$ cat config.mk
export PLATFORM = sky130hd
export DESIGN_NAME = jtpang_objdma
export DESIGN_NICKNAME = d
export VERILOG_FILES = /design/src/rtl/jtpang_objdma.sv
export SDC_FILE = /design/constraint.sdc
export NUM_CORES = 1
export LEC_CHECK = 0
export BUFFER_PORTS_ARGS = -buffer_cell sky130_fd_sc_hd__buf_2
export CORE_MARGIN = 5
export CORE_UTILIZATION = 44
export DETAILED_ROUTE_END_ITERATION = 10
export PLACE_DENSITY = 0.74
export SLEW_MARGIN = 40
export SYNTH_ARGS = -nofsm -noshare
export SYNTH_HDL_FRONTEND = slang
export SYNTH_SLANG_ARGS = --single-unit
$ cat constraint.sdc
create_clock -name clk -period 1.8 [get_ports clk]
set_input_delay 0.27 -clock clk [delete_from_list [all_inputs] [get_ports clk]]
set_output_delay 0.27 -clock clk [all_outputs]
set_load 0.01 [all_outputs]
$ cat src/rtl/jtpang_objdma.sv
// Object attribute DMA: copies LEN bytes from the CPU-side RAM into the object
// buffer while holding the CPU bus, advancing only on pixel clock enables.
module jtpang_objdma #(
  parameter logic [11:0] SRC_BASE = 12'h000,
  parameter int          LEN      = 512
) (
  input  logic        clk,
  input  logic        rst_n,
  input  logic        cen,
  input  logic        dma_go,
  output logic        busrq,
  input  logic        busak_n,
  output logic [11:0] ram_addr,
  input  logic [7:0]  ram_dout,
  output logic [10:0] obj_addr,
  output logic [7:0]  obj_din,
  output logic        obj_we,
  output logic        busy
);

  localparam logic [10:0] LAST = 11'(LEN - 1);

  typedef enum logic [2:0] {
    ST_IDLE  = 3'd0,
    ST_REQ   = 3'd1,
    ST_READ  = 3'd2,
    ST_WRITE = 3'd3,
    ST_REL   = 3'd4
  } state_t;

  state_t      state_q, state_d;
  logic [10:0] cnt_q, cnt_d;
  logic        busrq_q, busrq_d;
  logic        busy_q, busy_d;
  logic        pend_q, pend_d;
  logic [11:0] ram_addr_q, ram_addr_d;
  logic        go_s;
  logic        granted_s;

  assign go_s      = cen & dma_go;
  assign granted_s = cen & ~busak_n;

  // State register and registered handshake/address outputs
  always_ff @(posedge clk) begin
    if (!rst_n) begin
      state_q    <= ST_IDLE;
      cnt_q      <= 11'd0;
      busrq_q    <= 1'b0;
      busy_q     <= 1'b0;
      pend_q     <= 1'b0;
      ram_addr_q <= SRC_BASE;
    end else begin
      state_q    <= state_d;
      cnt_q      <= cnt_d;
      busrq_q    <= busrq_d;
      busy_q     <= busy_d;
      pend_q     <= pend_d;
      ram_addr_q <= ram_addr_d;
    end
  end

  // Next-state logic; losing the bus in READ/WRITE simply freezes everything
  always_comb begin
    state_d = state_q;
    cnt_d   = cnt_q;
    busrq_d = busrq_q;
    busy_d  = busy_q;
    // A request while busy is remembered once; REL consumes it
    if (go_s && busy_q) begin
      pend_d = 1'b1;
    end else begin
      pend_d = pend_q;
    end
    case (state_q)
      ST_IDLE: begin
        if (go_s) begin
          busrq_d = 1'b1;
          busy_d  = 1'b1;
          cnt_d   = 11'd0;
          state_d = ST_REQ;
        end else begin
          state_d = ST_IDLE;
        end
      end
      ST_REQ: begin
        if (granted_s) begin
          state_d = ST_READ;
        end else begin
          state_d = ST_REQ;
        end
      end
      ST_READ: begin
        if (granted_s) begin
          state_d = ST_WRITE;
        end else begin
          state_d = ST_READ;
        end
      end
      ST_WRITE: begin
        if (granted_s) begin
          if (cnt_q == LAST) begin
            cnt_d   = 11'd0;
            busrq_d = pend_q | go_s;
            state_d = ST_REL;
          end else begin
            cnt_d   = cnt_q + 11'd1;
            state_d = ST_READ;
          end
        end else begin
          state_d = ST_WRITE;
        end
      end
      ST_REL: begin
        if (cen && (pend_q || dma_go)) begin
          pend_d  = 1'b0;
          busrq_d = 1'b1;
          cnt_d   = 11'd0;
          state_d = ST_REQ;
        end else if (cen && busak_n) begin
          busy_d  = 1'b0;
          busrq_d = 1'b0;
          state_d = ST_IDLE;
        end else begin
          state_d = ST_REL;
        end
      end
      default: begin
        busrq_d = 1'b0;
        busy_d  = 1'b0;
        pend_d  = 1'b0;
        cnt_d   = 11'd0;
        state_d = ST_IDLE;
      end
    endcase
    ram_addr_d = SRC_BASE + {1'b0, cnt_d};
  end

  // The write strobe must be a single clk wide and coincide with cen
  assign obj_we   = rst_n & granted_s & (state_q == ST_WRITE);
  assign obj_din  = (state_q == ST_WRITE) ? ram_dout : 8'h00;
  assign obj_addr = cnt_q;
  assign busrq    = busrq_q;
  assign busy     = busy_q;
  assign ram_addr = ram_addr_q;

endmodule

==> flow_metrics.tcl <==
set metrics [dict create \
    placed_cells_incl_taps 225 \
    num_antenna_cells 0 \
    clock_sinks 17 \
    wl_met3_um 228 \
    hold_violations 0 \
    firstDrtPassIters 4 \
    initial_core_util_pct 45.6 \
    die_y_um 63.2 \
    cts_tree "yes" \
    port_buffers 45 \
    final_cells 229 \
    cts-htree-levels 1 \
    period_share_pct 94.3 \
    core_mm2 0.00273 \
    endpoint "obj_din[7]" \
    cts_max_path_buffers 2 \
    holdCritPathClass "primary input to register" \
    syn-cell-area_mm2 0.00125 \
    r2r_start "ram_addr[1]" \
    place_area_mm2 0.00145 \
    worst_ir_drop_vdd_mv 0.413 \
    finalSetupViolCount 0 \
    overflow 0 \
    remaining_drc_errors 0 \
    viasPerCell 5.72 \
    rows 19 \
    worstRegToRegCells 7 \
    antenna_found_initial 0 \
    powerDensity_mw_per_mm2 480 \
    grt_first_pass_wirelength_um 5990 \
    clk_pin_slew_ps 100 \
    worstPathArrival_ps 1430 \
    die_area_mm2 0.00400 \
    ys_seq_area_share_pct 27.3 \
    clk_latency_ps 300 \
    tns_ps 0 \
    postLayoutCellArea_mm2 0.00149 \
    wl_um 3540 \
    grt_pass1_vias 1311 \
    r2r_slack_ps 140 \
    vias 1309 \
    hpwl_um 2660 \
    final_core_util_pct 54.6 \
    ant_nets 0 \
    area_growth_pct 19.7 \
    synth_cell_type_count 49 \
    required_ps 1530 \
    layout-drive-gt1-share_pct 39.9 \
    ys.flop_type "dfxtp_1" \
    top_level_ports 47 \
    critPathMaxFanout 17 \
    synth_edf_count 0 \
    routedWlPerCell_um 15.5 \
    reg2reg_to "state_q[2]" \
    cts_buffers 3 \
    grt_start_max_net_pins 18 \
    yosys_register_bits 17 \
    synth_cells 157 \
    drv_cap 0 \
    crit_path_start_kind "register" \
    clock-root-buffer "clkbuf_4" \
    end_kind "output port" \
    gp_routability_congestion 0.853 \
    met1_length_um 1420 \
    synth_warnings 0 \
    rsz0062_at_grt "false" \
    cp-startpoint "state_q[1]" \
    status "completed" \
    period_needed_ps 1700 \
    cts_setup_buffers 0 \
    drtIter0Drc 89 \
    synth_nets 171 \
    fillers 263 \
    die_w_um 63.2 \
    wl_met2_um 1800 \
    fmax_mhz 589 \
    synthArstFlopShare_pct 0 \
    routed.top_layer "met4" \
    syn_avg_cell_area_um2 7.94 \
    drv_slew 0 \
    crit_type "register to output port" \
    track_usage_pct 18.1 \
    finClkSkew_ps 5.24 \
    nets 213 \
    p_leak_nw 0.657 \
]
-- cell families (layout without fill, tap and decap cells) --
logic type | count (synthesis) | count (layout) | share of synthesized area (%)
AO/OA/AOI/OAI | 36 | 36 | 19.2
XOR/XNOR | 2 | 2 | 1.41
adder cells (fa/ha/maj) | 1 | 1 | 1.00
buffers and inverters | 27 | 68 | 15.6
flip-flops | 17 | 17 | 27.3
multiplexers | 1 | 1 | 0.803
other | 1 | 1 | 0.301
AND/OR/NAND/NOR | 72 | 72 | 34.4
-- synthesized netlist by cell type (2+ instances only) --
master     number  share of area (%)
nand3_1         8                3.2
a2bb2oi_1       2                1.4
nand4b_1        2                1.4
or3_1           2                1.0
nand2_1        14                4.2
nor3_1          4                1.6
nor2_1          5                1.5
buf_4          13                7.8
nor4_1          2                1.0
nand2b_1        2                1.0
o211ai_1        2                1.2
o21ai_1         2               0.80
or4_1           4                2.4
dfxtp_1        17                 27
xor2_1          2                1.4
a31oi_1         7                3.5
buf_6           4                3.6
o21ai_0         5                2.0
a21oi_1        10                4.0
and2_1          9                4.5
nand4_1         6                3.0
inv_1           3               0.90
nor3b_1         2                1.2
clkbuf_1        3               0.90
buf_2           3                1.2
-- how the worst min path moves through the flow --
stage,startpoint,to,slack (ps),cells past startpoint
after floorplan,busak_n,state_q[2],370,1
after global placement,busrq,busrq,460,2
after detailed placement,busrq,busrq,460,2
after CTS,busak_n,state_q[2],210,2
after global routing,busak_n,state_q[2],220,2
final,busak_n,state_q[2],220,2
-- timing repair --
item                                    in CTS  in global routing
hold buffers                                 0                  0
gates cloned                                 0                  0
endpoints found under the setup margin       8                 10
resized for setup                            2                  3
-- placed cells by master, fill, tap and decap left out, types with 2 or more instances in the layout --
cell type / n
buf_2: 45
buf_4: 16
nand2_1: 14
dfxtp_1: 13
a21oi_1: 10
and2_1: 9
nand3_1: 8
a31oi_1: 7
nand4_1: 6
nor2_1: 5
o21ai_0: 5
nor3_1: 4
dfxtp_2: 4
inv_1: 3
or4_1: 3
clkbuf_4: 3
o21ai_1: 2
nor3b_1: 2
o211ai_1: 2
nand2b_1: 2
xor2_1: 2
or3_1: 2
a2bb2oi_1: 2
nand4b_1: 2
-- per-stage QoR --
| stage | total power [mW] | hold slack (ps) | setup WS, ps |
|---|---|---|---|
| final | 0.716 | 222 | 103 |
| after global routing | 0.761 | 218 | 7.82 |
| after CTS | 0.726 | 206 | 38.7 |
| after detailed placement | 0.509 | 461 | 51.8 |
| after global placement | 0.504 | 458 | 122 |
| after floorplan | 0.485 | 367 | 3.80 |
-- power breakdown --
part / internal, mW / switching [mW] / total, mW
logic: 0.0468 / 0.0571 / 0.104
registers: 0.386 / 0.0122 / 0.398
clock network: 0.0863 / 0.128 / 0.214
total: 0.519 / 0.197 / 0.716
-- metal layers --
metal  track usage [%]  vias up
li1                  -      645
met1              21.7      610
met2              30.5       44
met3              4.26       10
met4              7.79        0
met5                 0        -
-- registers in the layout, summed over array words and instances, names as in the netlist --
register  count
state_q       3
busrq         1
ram_addr     11
pend_q        1
busy          1
-- area by class of cell --
cell class                 count  area (um^2)  area share (%)
multi-input combinational    113          724            48.6
sequential                    17          345            23.2
timing repair buffer          61          345            23.2
tap                           31         38.8            2.60
clock buffer                   4         26.3            1.76
inverter                       3         11.3           0.755
-- critical path, stage by stage, from the launching register on --
cell and delay (ps):
dfxtp_2 440, and3b_1 220, buf_4 210, and2_1 140, buf_2 120
No activity file was read; power rests on OpenSTA's default activity.
